===== src/rtl/seven_seg_scanner.sv =====
// seven_seg_scanner: time-multiplexed scan controller for a 4-digit
// common-anode seven-segment display. Each digit slot starts dark for BLANK
// cycles to hide ghosting, and the displayed ALU result/opcode are only
// committed at the start of a frame so a digit never shows a torn value.
module seven_seg_scanner #(
  parameter int DIV   = 100000,
  parameter int BLANK = 1000
) (
  input  logic        clk,
  input  logic        rst_n,
  input  logic        en,
  input  logic        load,
  input  logic [15:0] y_in,
  input  logic [3:0]  op_in,
  output logic [3:0]  anode,
  output logic [3:0]  an_n,
  output logic [15:0] y_hold,
  output logic [3:0]  op_hold,
  output logic        frame_done
);

  localparam int CNT_W = $clog2(DIV);
  localparam logic [CNT_W-1:0] SLOT_LAST  = CNT_W'(DIV - 1);
  localparam logic [CNT_W-1:0] BLANK_LAST = (BLANK > 0) ? CNT_W'(BLANK - 1) : '0;
  localparam bit NO_BLANK = (BLANK == 0);

  typedef enum logic [1:0] {
    S_IDLE,
    S_BLANK,
    S_SHOW
  } state_t;

  state_t           state;
  logic [CNT_W-1:0] cnt;
  logic [1:0]       digit;
  logic [1:0]       next_digit;
  logic [15:0]      pend_y;
  logic [3:0]       pend_op;
  logic             pend_valid;
  logic             slot_end;
  logic             frame_start;

  function automatic logic [3:0] onehot(input logic [1:0] d);
    onehot = 4'b0001 << d;
  endfunction

  // Slot-end and frame-start detection; a frame starts on leaving IDLE or on the 3->0 wrap.
  always_comb begin
    next_digit  = digit + 2'd1;
    slot_end    = (state != S_IDLE) && en && (cnt == SLOT_LAST);
    frame_start = ((state == S_IDLE) && en) || (slot_end && (digit == 2'd3));
  end

  // Scan state machine, snapshot registers and all registered outputs.
  always_ff @(posedge clk or negedge rst_n) begin
    if (!rst_n) begin
      state      <= S_IDLE;
      cnt        <= '0;
      digit      <= 2'd0;
      anode      <= 4'b0001;
      an_n       <= 4'b1111;
      y_hold     <= 16'h0000;
      op_hold    <= 4'h0;
      pend_y     <= 16'h0000;
      pend_op    <= 4'h0;
      pend_valid <= 1'b0;
      frame_done <= 1'b0;
    end else begin
      frame_done <= 1'b0;

      if (frame_start && pend_valid) begin
        y_hold     <= pend_y;
        op_hold    <= pend_op;
        pend_valid <= 1'b0;
      end
      if (load) begin
        pend_y     <= y_in;
        pend_op    <= op_in;
        pend_valid <= 1'b1;
      end

      case (state)
        S_IDLE: begin
          cnt   <= '0;
          digit <= 2'd0;
          anode <= 4'b0001;
          an_n  <= 4'b1111;
          if (en) begin
            if (NO_BLANK) begin
              state <= S_SHOW;
              an_n  <= 4'b1110;
            end else begin
              state <= S_BLANK;
            end
          end
        end
        default: begin
          if (!en) begin
            state <= S_IDLE;
            cnt   <= '0;
            digit <= 2'd0;
            anode <= 4'b0001;
            an_n  <= 4'b1111;
          end else if (slot_end) begin
            cnt        <= '0;
            digit      <= next_digit;
            anode      <= onehot(next_digit);
            frame_done <= (digit == 2'd3);
            if (NO_BLANK) begin
              state <= S_SHOW;
              an_n  <= ~onehot(next_digit);
            end else begin
              state <= S_BLANK;
              an_n  <= 4'b1111;
            end
          end else begin
            cnt <= cnt + CNT_W'(1);
            if ((state == S_BLANK) && (cnt == BLANK_LAST)) begin
              state <= S_SHOW;
              an_n  <= ~anode;
            end
          end
        end
      endcase
    end
  end

endmodule


===== config.mk =====
export PLATFORM = sky130hd
export DESIGN_NAME = seven_seg_scanner
export DESIGN_NICKNAME = d
export VERILOG_FILES = /design/src/rtl/seven_seg_scanner.sv
export SDC_FILE = /design/constraint.sdc
export NUM_CORES = 1
export LEC_CHECK = 0
export ABC_CLOCK_PERIOD_IN_PS = 4500
export BUFFER_PORTS_ARGS = -buffer_cell sky130_fd_sc_hd__buf_2
export CORE_MARGIN = 2
export CORE_UTILIZATION = 59
export DETAILED_ROUTE_END_ITERATION = 6
export PLACE_DENSITY = 0.83
export SYNTH_ARGS = -nofsm -noshare
export SYNTH_HDL_FRONTEND = slang
export SYNTH_SLANG_ARGS = --single-unit

===== constraint.sdc =====
create_clock -name clk -period 4.5 [get_ports clk]
set_input_delay 0.225 -clock clk [delete_from_list [all_inputs] [get_ports clk]]
set_output_delay 0.225 -clock clk [all_outputs]
set_load 0.05 [all_outputs]

# Yosys cells after proc, flatten, opt, wreduce, memory -nomap -nowiden
# Cells that the tools add are included.
[op_classes]
n_eq_ne = 7
div_mod_pow = 0
n_reduce_logical = 11
n_shift = 1
add_sub_neg = 2
order_cmp = 0
mux = 23
bitwise_logic = 1
mul = 0
[ops]
columns = ["cell", "n"]
rows = [
  ["2-to-1 mux 17 bit", 3],
  ["2-to-1 mux 4 bit", 7],
  ["adder 17 x 1 -> 17 bit, second input constant", 1],
  ["equality test 17 x 10 -> 1 bit, second input constant", 1],
  ["equality test 17 bit, second input constant", 1],
  ["2-to-1 mux 2 bit", 8],
  ["logical AND 1 bit", 6],
  ["2-to-1 mux 1 bit", 5],
  ["!= test 4 x 1 -> 1 bit, second input constant", 1],
  ["inverter 4 bit", 1],
  ["nonzero test 2 bit", 2],
  ["<< shifter 1 x 2 -> 4 bit, first input constant", 1],
  ["!= test 3 x 1 -> 1 bit, second input constant", 1],
  ["adder 2 x 1 -> 2 bit, second input constant", 1],
  ["equality test 2 x 1 -> 1 bit, second input constant", 1],
  ["equality test 2 bit, second input constant", 1],
  ["logical NOT 2 bit", 1],
  ["!= test 2 bit, second input constant", 1],
  ["AND reduction 2 bit", 1],
  ["logical OR 1 bit", 1],
]
[totals]
wordCells = 56
regBits = 71
inputBits = 24
ramBits = 0
latch_bits = 0
memories = 0
romBits = 0

# Longest topological paths before layout
[depth]
depth_word = 8
depth_mapped = 7

# Worst setup path before layout
# Ideal clock, no wire load.
[synth_timing]
path_type = "register to register"
from = "register cnt[5]"
to = "register op_hold[1]"
n_path_buf = 1
setup_slack_ns = 2.392
arrival_time_ns = 1.983
required_time_ns = 4.375
path_stages_with_launch = 7
cell_sequence = "dfrtp_1 > or3b_4 > nor4_4 > a32oi_1 > nor2_2 > buf_6 > mux2_2"
[synth_via]
elab_chain_cells = 5
[synth_lines]
columns = ["element", "line_no", "source"]
rows = [
  ["start: declaration", "34", "logic [CNT_W-1:0] cnt;"],
  ["start signal: assignment", "117", "cnt <= cnt + CNT_W'(1);"],
  ["equality test 17 bit", "50", "slot_end = (state != S_IDLE) && en && (cnt == SLOT_LAST);"],
  ["logical AND 1 bit", "50", ""],
  ["logical AND 1 bit", "51", "frame_start = ((state == S_IDLE) && en) || (slot_end && (digit == 2'd3));"],
  ["logical OR 1 bit", "51", ""],
  ["logical AND 1 bit", "71", "if (frame_start && pend_valid) begin"],
  ["end signal: assignment", "73", "op_hold <= pend_op;"],
  ["end: declaration", "18", "output logic [3:0] op_hold,"],
]
# Every way passes these cells.
# A chain may end at the register's enable or synchronous reset.

# Worst setup path after layout
[layout_timing]
from = "register cnt[5]"
to = "register op_hold[3]"
# The elaborated chain is that of the path after synthesis.

==> reports/qor.yml <==
p_sw_uw: 477
diodes: 0
yosysUniqueCellTypes: 31
clock_power_share_pct: 35.9
wirelength_mm: 5.51
syn_area_mm2: 0.00304
power_mw: 1.61
setup_viol: 0
power.share.switching_pct: 29.6
synth_top_area_share_pct: 54.4
cap_viol_max_count: 0
layout_setup_ws_ns: 1.68
p_int_mw: 1.13
path_class: "flop to flop"
rows: 26
p_comb_share_pct: 18.6
area_delta_synth_final_pct: 17.9
crit-reg2reg-capture: "op_hold[3]"
leakagePower_nw: 1.62
fp.dieW_um: 75.7
core-area_mm2: 0.00504
routed_via_density: 5.34
initial_utilization_pct: 60.2
antenna_found_initial: 0
cts_resized: 0
dp_hpwl_mm: 3.51
cts_buffers: 9
layout-drive-gt1-share_pct: 38.7
post_drt_wl_per_cell_um: 14.9
path_clk_slew_ns: 0.07
ys_seq_area_share_pct: 58.7
post-route-cell-area_mm2: 0.00358
fin_crit_sh_pct: 62.6
firstDrtPassIters: 4
drtAntennaViolNets: 0
clkLatencyLatePin_ns: 0.34
dp_slack_ns: 1.66
layout_min_cycle_time_ns: 2.82
hold_ws_ns: 0.0677
synth_area_leaders: "dfrtp_1, mux2_2, dfstp_2"
gr-total-overflow: 0
max_freq_mhz: 355
power_density_mw_per_mm2: 449
setup_tns_ns: 0
die_area_mm2: 0.00574
synth_top_cell_by_area: "dfrtp_1"
instances_no_fill: 370
io_buffers: 52
r2r-start: "cnt[5]"
ys_ff_latch: 71
clockBufferDepth: 2
cts_root_buf: "clkbuf_8"
status: "finished clean"
rsz0062_at_grt: "false"
worstPathRequired_ns: 4.72
worst_setup_path_start_kind: "flop"
final_util_pct: 71.0
placed_cell_area_mm2: 0.00335
hold_viol: 0
place_congestion: 0.878
synthCells: 239
min_path_type: "input pin to async pin"
finalClockSkew_ns: 0.00863
dr_wl_met2_mm: 2.64
post_cts_buffers: 0
num_vias: 1974
htree_levels: 3
post-route-drc-count: 0
io-pin-count: 53
startpoint: "cnt[5]"
crit_path_end: "op_hold[3]"
wl_met3_um: 299
grt_max_degree: 72
slew_headroom_pct: 34.3
ir_drop_uv: 330
reg2reg_slack_ns: 1.68
grt_pass1_wl_mm: 9.17
cts_hold_buf: 0
timing_worst_slew_pin_value_ns: 0.984
synth_nets: 270
wl_met1_mm: 2.47
drt_iter0_drc: 76
cts_tree: "yes"
critical_path.max_fanout: 20
grtUsageTotal_pct: 21.4
slew_viol_final: 0
cts_sinks: 71
yosys_warnings: 0
critPathArrivalTime_ns: 3.04
worst-r2r-cell-count: 5
dp_cells: 354
end_kind: "flop"
p_seq_share_pct: 45.5
nets: 326
grt_pass1_vias: 1946
avgSynthCellArea_um2: 12.7
highest_layer: "met4"
die_y_um: 75.7
==> worst min-delay path by stage <==
stage | slack (ns) | start | end
floorplan | -0.07 | rst_n | anode[1]
global placement | 0.46 | y_in[3] | pend_y[3]
detailed placement | 0.46 | y_in[3] | pend_y[3]
CTS | 0.10 | y_in[3] | pend_y[3]
global route | 0.09 | op_in[3] | pend_op[3]
finish | 0.07 | rst_n | frame_done
==> kinds of logic after synthesis <==
kind of cell	after synthesis	synth area share [%]
XOR/XNOR	16	4.61
AO/OA/AOI/OAI	14	3.30
flip-flops	71	58.7
multiplexers	40	14.8
AND/OR/NAND/NOR	78	13.6
adder cells (fa/ha/maj)	7	2.88
buffers and inverters	13	2.10
==> power groups by stage <==
stage / Combinational, mW / Clock, mW / Sequential [mW]
after floorplan: 0.0725 / 0 / 0.889
after global placement: 0.296 / 0 / 0.741
after detailed placement: 0.302 / 0 / 0.742
after CTS: 0.304 / 0.587 / 0.732
after global routing: 0.318 / 0.616 / 0.740
final: 0.299 / 0.578 / 0.731
==> placed cells by master (no fill, tap or decap), types with 2 or more instances in the layout <==
cell / netlist / layout
xor2_1: 9 / 9
inv_1: 5 / 5
a21oi_1: 5 / 5
nor4_4: 2 / 2
dfstp_2: 5 / 5
dfrtp_1: 66 / 66
bufinv_16: 0 / 2
xnor2_1: 7 / 7
clkinv_4: 0 / 2
nand3b_1: 2 / 2
nor3_1: 2 / 2
nor2_1: 28 / 28
nand2b_1: 3 / 3
nand2_1: 12 / 12
ha_1: 7 / 7
buf_2: 0 / 52
nand4_1: 5 / 5
clkbuf_8: 0 / 11
and3_1: 5 / 5
nand3_1: 13 / 13
mux2_2: 39 / 39
a211o_1: 5 / 5
==> routing by layer <==
layer  up-vias  track usage (%)
met5         -                0
met4         0             7.02
met3         9             8.33
met2        52             33.1
met1       965             27.9
li1        948                -
==> critical path: stages, from the launching register on <==
cell and delay (ns):
dfrtp_1 0.46, or3b_4 0.43, nor4_4 0.41, a32oi_1 0.19, nor2_2 0.78, mux2_2 0.42
==> flip-flops by register name, indices dropped and copies added, names as in the netlist <==
signal,cells
pend_valid,1
frame_done,1
cnt,17
pend_op,4
anode,4
digit,2
state,2
y_hold,16
an_n,4
op_hold,4
pend_y,16
==> cell type report <==
| class | instances | area, um^2 |
|---|---|---|
| clock buffer | 12 | 155 |
| clock inverter | 4 | 77.6 |
| fill | 361 | 1460 |
| inverter | 5 | 18.8 |
| multi-input combinational | 155 | 1190 |
| sequential | 71 | 1780 |
| tap | 70 | 87.6 |
| timing repair buffer | 53 | 268 |
==> synth_stat cells <==
master / instances
a211o_1: 5
a21o_1: 1
a21oi_1: 5
a32oi_1: 1
and3_1: 5
and4_1: 1
buf_6: 2
clkbuf_1: 6
dfrtp_1: 66
dfstp_2: 5
ha_1: 7
inv_1: 5
mux2_1: 1
mux2_2: 39
nand2_1: 12
nand2b_1: 3
nand3_1: 13
nand3b_1: 2
nand4_1: 5
nand4b_1: 1
nor2_1: 28
nor2_2: 1
nor3_1: 2
nor4_1: 1
nor4_4: 2
o211a_1: 1
o21ai_1: 1
or3_1: 1
or3b_4: 1
xnor2_1: 7
xor2_1: 9
No activity file was read; power rests on OpenSTA's default activity.
